==> src/rtl/mem_pkg.sv <==
// Shared types and constants for the imem boot loader.
package mem_pkg;

    localparam int IMemAddrWidth = 12;
    localparam int ChecksumWidth = 8;

    typedef enum logic [2:0] {
        ST_IDLE,
        ST_LEN,
        ST_DATA,
        ST_WRITE,
        ST_CHECK,
        ST_DONE,
        ST_ERROR
    } loader_state_t;

endpackage

==> src/rtl/byte_packer.sv <==
// Packs four stream bytes into a little-endian word; the first byte lands in bits [7:0].
module byte_packer (
    input  logic        clk,
    input  logic        reset,
    input  logic        clear,
    input  logic        shift_en,
    input  logic [7:0]  data,
    output logic [31:0] word,
    output logic        full
);

    logic [23:0] sr_q, sr_d;
    logic [1:0]  cnt_q, cnt_d;

    always_comb begin
        sr_d  = sr_q;
        cnt_d = cnt_q;
        if (clear) begin
            sr_d  = '0;
            cnt_d = '0;
        end else if (shift_en) begin
            sr_d  = {data, sr_q[23:8]};
            cnt_d = cnt_q + 2'd1;
        end
    end

    always_ff @(posedge clk) begin
        if (reset) begin
            sr_q  <= '0;
            cnt_q <= '0;
        end else begin
            sr_q  <= sr_d;
            cnt_q <= cnt_d;
        end
    end

    // The word includes the byte being shifted now, so it is complete in the same cycle as full.
    assign word = {data, sr_q};
    assign full = shift_en && !clear && (cnt_q == 2'd3);

endmodule

==> src/rtl/imem_loader.sv <==
// Boot loader: unpacks a length/payload/checksum frame into imem and holds the core until it is good.
module imem_loader
    import mem_pkg::*;
#(
    parameter int AddrWidth = IMemAddrWidth,
    parameter int MaxWords  = 2**(IMemAddrWidth-2)
) (
    input  logic                 clk,
    input  logic                 reset,
    input  logic                 start,
    input  logic [7:0]           rx_data,
    input  logic                 rx_valid,
    output logic                 rx_ready,
    output logic                 imem_we,
    output logic [AddrWidth-1:0] imem_addr,
    output logic [31:0]          imem_wdata,
    output logic                 core_hold,
    output logic                 done,
    output logic                 error
);

    localparam int IdxWidth = AddrWidth - 1;

    loader_state_t            state_q, state_d;
    logic [31:0]              len_q, len_d;
    logic [31:0]              wdata_q, wdata_d;
    logic [AddrWidth-1:0]     addr_q, addr_d;
    logic [IdxWidth-1:0]      idx_q, idx_d, idx_inc;
    logic [ChecksumWidth-1:0] csum_q, csum_d;

    logic        fire, restart, pk_shift, pk_full;
    logic [31:0] pk_word;

    assign rx_ready = (state_q == ST_LEN) || (state_q == ST_DATA) || (state_q == ST_CHECK);
    assign fire     = rx_valid && rx_ready;
    assign restart  = start && ((state_q == ST_IDLE) || (state_q == ST_ERROR));
    assign pk_shift = fire && ((state_q == ST_LEN) || (state_q == ST_DATA));
    assign idx_inc  = idx_q + IdxWidth'(1);

    byte_packer u_packer (
        .clk      (clk),
        .reset    (reset),
        .clear    (restart),
        .shift_en (pk_shift),
        .data     (rx_data),
        .word     (pk_word),
        .full     (pk_full)
    );

    always_comb begin
        state_d = state_q;
        len_d   = len_q;
        wdata_d = wdata_q;
        addr_d  = addr_q;
        idx_d   = idx_q;
        csum_d  = csum_q;
        case (state_q)
            ST_IDLE: if (restart) state_d = ST_LEN;
            ST_LEN: begin
                if (pk_full) begin
                    len_d = pk_word;
                    // Full-width compare so an oversize count cannot alias to a legal one.
                    if ((pk_word == 32'd0) || (pk_word > 32'(MaxWords))) state_d = ST_ERROR;
                    else                                                  state_d = ST_DATA;
                end
            end
            ST_DATA: begin
                if (fire) csum_d = csum_q ^ rx_data;
                if (pk_full) begin
                    wdata_d = pk_word;
                    addr_d  = {idx_q[AddrWidth-3:0], 2'b00};
                    state_d = ST_WRITE;
                end
            end
            ST_WRITE: begin
                idx_d   = idx_inc;
                state_d = (32'(idx_inc) == len_q) ? ST_CHECK : ST_DATA;
            end
            ST_CHECK: if (fire) state_d = (rx_data == csum_q) ? ST_DONE : ST_ERROR;
            ST_DONE:  state_d = ST_IDLE;
            ST_ERROR: if (restart) state_d = ST_LEN;
            default:  state_d = ST_IDLE;
        endcase
        if (restart) begin
            idx_d  = '0;
            csum_d = '0;
        end
    end

    always_ff @(posedge clk) begin
        if (reset) begin
            state_q <= ST_IDLE;
            len_q   <= '0;
            wdata_q <= '0;
            addr_q  <= '0;
            idx_q   <= '0;
            csum_q  <= '0;
        end else begin
            state_q <= state_d;
            len_q   <= len_d;
            wdata_q <= wdata_d;
            addr_q  <= addr_d;
            idx_q   <= idx_d;
            csum_q  <= csum_d;
        end
    end

    assign imem_we    = (state_q == ST_WRITE);
    assign imem_addr  = addr_q;
    assign imem_wdata = wdata_q;
    assign core_hold  = (state_q != ST_IDLE);
    assign done       = (state_q == ST_DONE);
    assign error      = (state_q == ST_ERROR);

endmodule

==> config.mk <==
export PLATFORM = sky130hd
export DESIGN_NAME = imem_loader
export DESIGN_NICKNAME = d
export VERILOG_FILES = /design/src/rtl/mem_pkg.sv /design/src/rtl/byte_packer.sv /design/src/rtl/imem_loader.sv
export SDC_FILE = /design/constraint.sdc
export NUM_CORES = 1
export LEC_CHECK = 0
export ABC_CLOCK_PERIOD_IN_PS = 3620
export BUFFER_PORTS_ARGS = -buffer_cell sky130_fd_sc_hd__buf_2
export CAP_MARGIN = 20
export CORE_ASPECT_RATIO = 1.5
export CORE_MARGIN = 2
export CORE_UTILIZATION = 60
export DETAILED_ROUTE_END_ITERATION = 10
export GPL_TIMING_DRIVEN = 0
export PLACE_DENSITY_LB_ADDON = 0.08
export SLEW_MARGIN = 10
export SYNTH_ARGS = -nofsm -noshare
export SYNTH_HDL_FRONTEND = slang
export SYNTH_SLANG_ARGS = --single-unit
==> constraint.sdc <==
create_clock -name clk -period 3.62 [get_ports clk]
set_input_delay 0.724 -clock clk [delete_from_list [all_inputs] [get_ports clk]]
set_output_delay 0.724 -clock clk [all_outputs]
set_load 0.005 [all_outputs]
==> summary.md <==
| Metric | Value |
|---|---|
| Avg Cell Area, Syn | 7.79 um^2 |
| RSZ-0062 raised after global routing | false |
| Multi-input combinational cell area | 2440 um^2 |
| Drt drc | 0 |
| Worst R2R End | csum_q[6]$_SDFFE_PP0P_ |
| TritonCTS clock tree | built |
| CTS Buf Count | 17 |
| Clock Sinks | 122 |
| Final hold vios | 0 |
| Startpoint Class | register |
| Tcrit/Tclk final | 0.707 |
| Largest stage delay on the critical path | 410 ps |
| Met3 Track Usage GR | 0.0765 |
| Post-DRT Antenna Nets | 0 |
| CP startpoint | state_q[2]$_SDFFE_PP0P_ |
| Dpl hpwl | 9630 um |
| Antenna diodes | 0 |
| Largest net degree at the start of global routing | 17 |
| RR Startpoint | state_q[1]$_SDFFE_PP0P_ |
| VDD IR-drop max | 0.000413 V |
| Met2 global-route usage | 0.534 |
| Maximum fanout along the worst path | 10 |
| Vias in the first global route | 4304 |
| Port Buffers | 58 |
| Synth top area cells | dfxtp_1 (48%), nand2_1 (16%), a21oi_1 (10%) |
| Post_cts resized | 0 |
| WP data required | 2900 ps |
| Reg2reg path depth | 5 |
| Die area | 9240 um^2 |
| Arr. time, crit path | 1840 ps |
| Synthesized area | 5080 um^2 |
| Synth cell types | 45 |
| CTS Buffer Depth | 2 |
| Final setup skew | 6.48 ps |
| Final setup TNS | 0 ps |
| GR Util met1 | 0.320 |
| Busiest grt layer | met2 |
| Clk Latency, worst-skew pair | 410 ps |
| DR WL/cell | 15.8 um |
| Crit-path slowest cell | dfxtp_1 |
| Hold path depth | 2 |
| GPL Wtd Cong | 0.911 |
| # hold bufs at CTS | 0 |
| Post-Route WL | 13400 um |
| CTS root buffer | clkbuf_16 |
| First-pass GRT wire length | 20700 um |
| Placeable Area | 8310 um^2 |
| CP Cell Sequence | clkbuf_1 -> nor2b_1 -> and2_1 -> buf_2 |
| Crit end category | output pin |
| Synth top area share | 0.480 |
| Synth Register Bits | 122 |
| Gr ovfl total | 0 |
| Fmax achieved | 0.391 GHz |
| Count leader, synth | nand2_1 |
| Initial antenna violation count | 0 |
| Synth Instances | 653 |
| Leak | 2.22 nW |
| Die width | 79.2 um |
| # rows | 41 |
| Synth top cells by count | nand2_1 (219), dfxtp_1 (122), a21oi_1 (105) |
| Area leader, netlist | dfxtp_1 |
| Reg area | 2440 um^2 |
| Maxcap violations | 0 |
| Power per Cell Area | 618 nW/um^2 |
| Setup Fix Bufs, Post-CTS | 0 |
| Share of cells above drive strength 1 | 0.142 |
| Critical path class | reg2out |
| Post-synth EDFFs | 0 |
| Die H | 117 um |
| Sequential area share after synthesis | 0.480 |
| Synth Flop Type | dfxtp_1 |
| Yosys warning count | 0 |
| Tmin final | 2560 ps |
| FFs w/ async S/R, synth | 0 |
| Area Growth Syn to Fin | 20.3% |
| Fill count | 687 |
| Via-to-Cell Ratio | 5.54 |
| R2r setup slk | 1200 ps |
| Initial Utilization | 0.612 |
| Gr usage total | 0.296 |
| Endpoints failing setup | 0 |
| Sink of the worst hold path | imem_addr[2]$_SDFFE_PP0P_ |
| Hold Crit Class | reg2reg |
| Worst Tran Pin Value | 956 ps |
| Clock H-tree levels | 4 |
| Status | finished, final reports clean |
| Fin. max-slew vios | 0 |
| Slew HR | 0.356 |
| I/O pins | 61 |
| Hold_sp | imem_addr[2]$_SDFFE_PP0P_ |
| Dpl cells | 819 |
| Vias post-DR | 4715 |
| Final instance count without filler cells | 851 |
| Pre-antenna DRT Iters | 5 |
| Drt initial violations | 271 |
| Net count, final | 745 |
| Clock-pin slew on the worst setup and hold paths | 50 ps |
-- final cells by class --
type,count,area share
Sequential cell,122,0.399
Buffer,46,0.0309
Clock buffer,22,0.0759
Multi-Input combinational cell,481,0.398
Timing Repair Buffer,58,0.0475
Clock inverter,10,0.0231
Tap cell,107,0.0219
Inverter,5,0.00307
-- stage by stage --
stage	setup WS (ps)	cell area (um^2)	power, mW	hold slack, ps	util
floorplan	1630	5090	1.88	436	-
global placement	1080	5510	2.06	440	0.663
detailed placement	1010	5510	2.07	443	0.663
CTS	1070	6120	3.78	450	0.736
global route	975	6120	3.92	466	0.736
finish	1060	6120	3.78	449	0.736
-- logic make-up after synthesis --
| kind of cell | Yosys count | synth area share |
|---|---|---|
| AO/OA/AOI/OAI | 130 | 0.140 |
| flip-flops | 122 | 0.480 |
| buffers and inverters | 51 | 0.0409 |
| XOR/XNOR | 41 | 0.0706 |
| AND/OR/NAND/NOR | 306 | 0.262 |
| other | 1 | 0.000738 |
| adder cells (fa/ha/maj) | 2 | 0.00492 |
-- where the power goes --
part	total, mW	switching (mW)	internal, mW
clock	1.72	0.598	1.12
combinational	0.629	0.417	0.212
sequential	1.43	0.0482	1.38
total	3.78	1.06	2.72
-- how the worst max path moves through the flow --
| stage | end | slack [ps] |
|---|---|---|
| 2_1_floorplan | state_q[2]$_SDFFE_PP0P_ | 1630 |
| 3_5_place_dp | csum_q[6]$_SDFFE_PP0P_ | 1010 |
| 6_report | error | 1060 |
| 3_3_place_gp | csum_q[4]$_SDFFE_PP0P_ | 1080 |
| 5_1_grt | error | 980 |
| 4_1_cts | error | 1070 |
-- worst max-delay path, delay by kind of cell, from the launching register on --
family,cells,cell delay (ps)
buffers and inverters,2,460
DFF,1,410
and+or+nand+nor,2,550
-- sequential cells by signal, summed over array words and instances, names as in the netlist --
signal and cells:
idx_q 11, csum_q 8, len_q 32, imem_wdata 32
u_packer.cnt_q 2, u_packer.sr_q 24, state_q 3, imem_addr 10
-- placed cells by master, fill, tap and decap left out, drive strengths merged, types with 3 or more instances in the layout --
cell type / count
nand3: 7
a32oi: 3
xor2: 12
and2: 4
and3: 3
or4: 3
nor3: 8
nor4: 13
nor2b: 3
dfxtp: 122
nor2: 26
o21ai: 8
a21oi: 105
bufinv: 3
or3: 6
xnor2: 29
nand4: 7
buf: 67
clkinv: 4
inv: 6
clkbuf: 59
nand2: 219
-- per-layer routing --
metal  share of wire  wire [um]  vias up
met2            0.53       7140      132
met4           0.034        459        0
met5               0          0        -
li1                -          -     2330
met1            0.39       5240     2211
met3           0.043        581       42
No activity file was read; power rests on OpenSTA's default activity.
